[src/rtl/axil_mem_bridge.sv]
// CPU request port -> internal AXI-lite master/slave pair -> simple memory port, one transaction in flight.
// Define AXIL_ADDR_CHECK_EN to return SLVERR for accesses that run past MEM_SIZE.
module axil_mem_bridge #(
  parameter int          ADDR_W   = 32,
  parameter int          DATA_W   = 32,
  parameter int          MEM_LAT  = 1,
  parameter logic [31:0] MEM_SIZE = 32'h0001_0000
) (
  input  logic                  clk,
  input  logic                  rst,
  input  logic                  req_valid,
  output logic                  req_ready,
  input  logic                  req_we,
  input  logic [ADDR_W-1:0]     req_addr,
  input  logic [DATA_W-1:0]     req_wdata,
  input  logic [DATA_W/8-1:0]   req_wstrb,
  output logic                  resp_valid,
  output logic [DATA_W-1:0]     resp_rdata,
  output logic                  resp_err,
  output logic [ADDR_W-1:0]     mem_addr,
  output logic                  mem_wen,
  output logic [DATA_W-1:0]     mem_wdata,
  output logic [DATA_W/8-1:0]   mem_wstrb,
  output logic                  mem_ren,
  input  logic [DATA_W-1:0]     mem_rdata
);
  localparam int STRB_W = DATA_W / 8;

  typedef enum logic [2:0] {M_IDLE, M_WR, M_WRESP, M_RD, M_RDATA, M_DONE} m_state_t;
  typedef enum logic [1:0] {S_IDLE, S_BRESP, S_RWAIT, S_RRESP} s_state_t;

  m_state_t r_m_state, w_m_next;
  s_state_t r_s_state, w_s_next;

  logic [ADDR_W-1:0] r_addr;
  logic [DATA_W-1:0] r_wdata;
  logic [STRB_W-1:0] r_wstrb;
  logic [DATA_W-1:0] r_resp_rdata;
  logic              r_resp_err;

  logic              w_awvalid, w_awready, w_wvalid, w_wready, w_bvalid, w_bready;
  logic              w_arvalid, w_arready, w_rvalid, w_rready;
  logic [ADDR_W-1:0] w_awaddr;
  logic [1:0]        w_bresp, w_rresp;
  logic [DATA_W-1:0] w_rdata;

  logic [1:0]        r_s_resp;
  logic [DATA_W-1:0] r_s_rdata;
  logic [2:0]        r_cnt;
  logic              r_rd_err;
  logic [ADDR_W-1:0] r_mem_addr;
  logic [DATA_W-1:0] r_mem_wdata;
  logic [STRB_W-1:0] r_mem_wstrb;
  logic              r_mem_wen, r_mem_ren;
  logic              w_addr_err;

  // The AW and AR channels share the latched request address.
  assign w_awaddr = r_addr;

`ifdef AXIL_ADDR_CHECK_EN
  localparam int AXW = ADDR_W + 1;
  logic [ADDR_W:0] w_end_addr;
  assign w_end_addr = {1'b0, w_awaddr} + AXW'(STRB_W);
  assign w_addr_err = w_end_addr > AXW'(MEM_SIZE);
`else
  assign w_addr_err = 1'b0;
`endif

  always_comb begin
    w_m_next   = r_m_state;
    req_ready  = 1'b0;
    resp_valid = 1'b0;
    w_awvalid  = 1'b0;
    w_wvalid   = 1'b0;
    w_bready   = 1'b0;
    w_arvalid  = 1'b0;
    w_rready   = 1'b0;
    case (r_m_state)
      M_IDLE: begin
        req_ready = 1'b1;
        if (req_valid) w_m_next = req_we ? M_WR : M_RD;
      end
      M_WR: begin
        w_awvalid = 1'b1;
        w_wvalid  = 1'b1;
        if (w_awready && w_wready) w_m_next = M_WRESP;
      end
      M_WRESP: begin
        w_bready = 1'b1;
        if (w_bvalid) w_m_next = M_DONE;
      end
      M_RD: begin
        w_arvalid = 1'b1;
        if (w_arready) w_m_next = M_RDATA;
      end
      M_RDATA: begin
        w_rready = 1'b1;
        if (w_rvalid) w_m_next = M_DONE;
      end
      M_DONE: begin
        resp_valid = 1'b1;
        w_m_next   = M_IDLE;
      end
      default: w_m_next = M_IDLE;
    endcase
  end

  always_ff @(posedge clk) begin
    if (!rst) begin
      r_m_state    <= M_IDLE;
      r_addr       <= '0;
      r_wdata      <= '0;
      r_wstrb      <= '0;
      r_resp_rdata <= '0;
      r_resp_err   <= 1'b0;
    end else begin
      r_m_state <= w_m_next;
      if (req_valid && req_ready) begin
        r_addr       <= req_addr;
        r_wdata      <= req_wdata;
        r_wstrb      <= req_wstrb;
        r_resp_rdata <= '0;
        r_resp_err   <= 1'b0;
      end
      if (w_bvalid && w_bready) r_resp_err <= w_bresp[1];
      if (w_rvalid && w_rready) begin
        r_resp_rdata <= w_rdata;
        r_resp_err   <= w_rresp[1];
      end
    end
  end

  always_comb begin
    w_s_next  = r_s_state;
    w_awready = 1'b0;
    w_wready  = 1'b0;
    w_arready = 1'b0;
    w_bvalid  = 1'b0;
    w_rvalid  = 1'b0;
    case (r_s_state)
      S_IDLE: begin
        if (w_awvalid && w_wvalid) begin
          w_awready = 1'b1;
          w_wready  = 1'b1;
          w_s_next  = S_BRESP;
        end else if (w_arvalid) begin
          w_arready = 1'b1;
          w_s_next  = S_RWAIT;
        end
      end
      S_BRESP: begin
        w_bvalid = 1'b1;
        if (w_bready) w_s_next = S_IDLE;
      end
      S_RWAIT: if (r_cnt == 3'd0) w_s_next = S_RRESP;
      S_RRESP: begin
        w_rvalid = 1'b1;
        if (w_rready) w_s_next = S_IDLE;
      end
      default: w_s_next = S_IDLE;
    endcase
  end

  assign w_bresp = r_s_resp;
  assign w_rresp = r_s_resp;
  assign w_rdata = r_s_rdata;

  // Errored reads sit one cycle in S_RWAIT with the counter at zero and no mem_ren.
  always_ff @(posedge clk) begin
    if (!rst) begin
      r_s_state   <= S_IDLE;
      r_s_resp    <= 2'b00;
      r_s_rdata   <= '0;
      r_cnt       <= 3'd0;
      r_rd_err    <= 1'b0;
      r_mem_addr  <= '0;
      r_mem_wdata <= '0;
      r_mem_wstrb <= '0;
      r_mem_wen   <= 1'b0;
      r_mem_ren   <= 1'b0;
    end else begin
      r_s_state <= w_s_next;
      r_mem_wen <= 1'b0;
      r_mem_ren <= 1'b0;
      if (w_awvalid && w_awready) begin
        r_mem_addr  <= w_awaddr;
        r_mem_wdata <= r_wdata;
        r_mem_wstrb <= r_wstrb;
        r_mem_wen   <= (r_wstrb != '0) && !w_addr_err;
        r_s_resp    <= w_addr_err ? 2'b10 : 2'b00;
      end
      if (w_arvalid && w_arready) begin
        r_mem_addr <= w_awaddr;
        r_mem_ren  <= !w_addr_err;
        r_rd_err   <= w_addr_err;
        r_cnt      <= w_addr_err ? 3'd0 : 3'(MEM_LAT);
      end
      if (r_s_state == S_RWAIT) begin
        if (r_cnt == 3'd0) begin
          r_s_rdata <= r_rd_err ? '0 : mem_rdata;
          r_s_resp  <= r_rd_err ? 2'b10 : 2'b00;
        end else begin
          r_cnt <= r_cnt - 3'd1;
        end
      end
    end
  end

  assign resp_rdata = r_resp_rdata;
  assign resp_err   = r_resp_err;
  assign mem_addr   = r_mem_addr;
  assign mem_wdata  = r_mem_wdata;
  assign mem_wstrb  = r_mem_wstrb;
  assign mem_wen    = r_mem_wen;
  assign mem_ren    = r_mem_ren;

endmodule

[config.mk]
export PLATFORM = sky130hd
export DESIGN_NAME = axil_mem_bridge
export DESIGN_NICKNAME = d
export VERILOG_FILES = /design/src/rtl/axil_mem_bridge.sv
export SDC_FILE = /design/constraint.sdc
export NUM_CORES = 1
export LEC_CHECK = 0
export CORE_MARGIN = 2
export CORE_UTILIZATION = 44
export CTS_CLUSTER_SIZE = 14
export DETAILED_ROUTE_END_ITERATION = 8
export HOLD_SLACK_MARGIN = 0.1
export PLACE_DENSITY = 0.85
export SLEW_MARGIN = 5
export SYNTH_ARGS = -nofsm -noshare
export SYNTH_HDL_FRONTEND = slang
export SYNTH_SLANG_ARGS = --single-unit
export TNS_END_PERCENT = 50
[constraint.sdc]
create_clock -name clk -period 1.6 [get_ports clk]
set_input_delay 0.48 -clock clk [delete_from_list [all_inputs] [get_ports clk]]
set_output_delay 0.48 -clock clk [all_outputs]
set_load 0.05 [all_outputs]
==> reports/metrics.yaml <==
die:
  start_util_pct: 44.8
  rows: 49
  dieArea_um2: 19400
  die_h_um: 139
  die_x_um: 139
  coreArea_um2: 18000
  ioPinCount: 209
timing:
  slew_headroom_pct: 72.5
  slew_violations: 0
  timing.fmax_mhz: 541
  timing.final.crit_share_pct: 115
  fin_ws_ns: -0.247
  fin_skew_ns: 0.00998
  finalSetupViolCount: 126
  fin_crit_ns: 1.85
  hold_violations: 0
  tightest_slew_ns: 0.413
  hold-worst-slack_ns: 0.452
  grt_setup_unrepaired: "yes"
global_routing:
  grt_use_met1_pct: 27.6
  grt_use_met2_pct: 38.7
  grt_pass1_wl_um: 36100
  antenna_found_initial: 0
  track_usage_pct: 22.5
  gr-total-overflow: 0
  grt_pass1_vias: 7260
  grt_util_met3_pct: 5.68
  grt_max_degree: 92
  grt-busiest-layer: "met2"
detailed_routing:
  wire_per_inst_um: 19.1
  vias_per_cell: 5.47
  vias: 7723
  wirelength_um: 26900
  drtIter0Drc: 432
  final_antenna_net_count: 0
  dr.pass1.iters: 5
  drc: 0
cts:
  clk_path_buf_depth: 3
  cts_tree: "yes"
  numCtsBuffers: 23
  cts-root-buf: "clkbuf_16"
  htree_levels: 1
  insertion_delay_ns: 0.50
  cts_sinks: 212
  path_clk_slew_ns: 0.06
cells_and_area:
  n_antenna_cell: 0
  fin_nets: 1275
  fillers: 1062
  postLayoutCellArea_um2: 13500
  drive_above_1_share_pct: 26.3
  multiInputGateArea_um2: 3920
  seq_area_um2: 4260
  synthToLayoutAreaGrowth_pct: 68.1
worst_setup_path:
  crit_arrival_ns: 1.37
  cp-end-kind: "output port"
  max_stage_delay_ns: 0.36
  r2r_slack_ns: -0.24
  required_ns: 1.12
  slowest_stage: "dfxtp_4"
  crit_buf_inv: 2
  critical_path.startpoint_type: "register"
  path_class: "reg -> out"
  crit_chain: "buf_6 > nor3b_4 > buf_12"
  critPathTopFamily: "flip-flops"
  cp_max_fo: 4
run_status:
  violations: "setup timing"
  status: "finished, violations left"
synth:
  synth-seq-cells: 212
  syn-mean-instance-area_um2: 8.64
  syn_nets: 1037
  synth_warnings: 0
  synth.distinct_cells: 37
  yosysSeqAreaShare_pct: 52.8
  netlist_area_um2: 8050
  async_flop_share_pct: 0
  yosys.cell_count.top_type: "nand2_1"
  ys.flop_type: "dfxtp_1"
  netlist_instances: 931
  synth_top_area_share_pct: 52.8
  synth_edf_count: 0
  synth_common_cells: "nand2_1, dfxtp_1, a21boi_0"
  synthTopCellsByArea: "dfxtp_1, nand2_1, a21boi_0"
  yosys.area.top_type: "dfxtp_1"
pwr:
  peakVddDrop_mv: 1.28
  power_mw: 20.1
  p_leak_nw: 5.06
  pwr_density_cell_nw_per_um2: 1490
placed_design:
  dpl.hpwl_um: 13900
  gp_congestion: 0.810
  pre_cts_slack_ns: -0.410
  place_area_um2: 11600
  portBuffers: 208
job:
  cap_viol_max_count: 0
min_path:
  hold_path_class: "reg -> reg"
-- placed cells by master, fill, tap and decap left out, drive strengths merged, types with 4 or more instances in the layout --
master	count
nand2	344
dfxtp	212
a21boi	168
buf	167
clkdlybuf4s50	102
clkbuf	52
nor2b	39
a22oi	33
nor2	6
nand2b	5
o21ai	5
a21oi	5
inv	4
and3	4
-- layer usage --
layer | share of wire, % | wire length, um
met1 | 38 | 10300
met2 | 50 | 13400
met3 | 8.0 | 2150
met4 | 4.1 | 1110
met5 | 0 | 0
-- path summary, 6_finish.rpt --
path                        end  cells past startpoint    startpoint
setup reg to reg  resp_rdata[9]                      9  r_m_state[1]
hold / removal     mem_wdata[5]                      2    r_wdata[5]
setup / recovery     resp_valid                      3  r_m_state[1]
hold reg to reg    mem_wdata[5]                      2    r_wdata[5]
-- final cells by class --
cell class                      count  area share [%]
Clock buffer                       36            5.28
Clock inverter                      4           0.361
Inverter                            4           0.111
Multi-Input combinational cell    643            29.0
Sequential cell                   212            31.5
Tap cell                          229            2.12
Timing Repair Buffer              285            31.7
-- worst register-to-register path, stage by stage, from the launching register on --
cell,delay [ns]
dfxtp_4,0.36
buf_4,0.13
buf_6,0.11
buf_6,0.11
nor3b_2,0.17
buf_4,0.16
and3_4,0.28
clkbuf_16,0.20
a22oi_2,0.08
nor2b_1,0.14
-- stage by stage --
stage | instances | setup TNS, ns | utilization (%)
CTS | 1387 | -1.97 | 70.7
global route | 1413 | -19.62 | 75.3
detailed placement | 1333 | -34.05 | 64.7
floorplan | 931 | 0 | -
global placement | 1333 | -28.13 | 64.7
finish | 1413 | -11.96 | 75.3
-- power by group --
| group | switching (mW) | internal (mW) | leakage (nW) |
|---|---|---|---|
| clock network | 2.08 | 3.21 | 0.379 |
| registers | 0.650 | 6.06 | 1.72 |
| logic | 4.29 | 3.82 | 2.96 |
| total | 7.02 | 13.1 | 5.06 |
-- flip-flops by register name, summed over array words and instances, names as in the netlist --
| name | flops |
|---|---|
| mem_wstrb | 4 |
| mem_addr | 32 |
| resp_rdata | 32 |
| r_s_resp | 1 |
| mem_wen | 1 |
| r_wstrb | 4 |
| r_addr | 32 |
| r_cnt | 3 |
| mem_ren | 1 |
| r_s_rdata | 32 |
| r_s_state | 2 |
| r_wdata | 32 |
| r_m_state | 3 |
| mem_wdata | 32 |
| resp_err | 1 |
-- kinds of logic after synthesis --
family / synth area share, %
AO/OA/AOI/OAI: 20.5
multiplexers: 0.373
adder cells (fa/ha/maj): 0.311
flip-flops: 52.8
buffers and inverters: 4.12
AND/OR/NAND/NOR: 22.0
-- timing repair --
action	CTS	global route
endpoints found under the setup margin	16	176
pin swaps	3	53
cloned	4	16
buffers inserted	10	10
hold buffers	0	0
gates resized for setup	75	171
No activity file was read; power rests on OpenSTA's default activity.
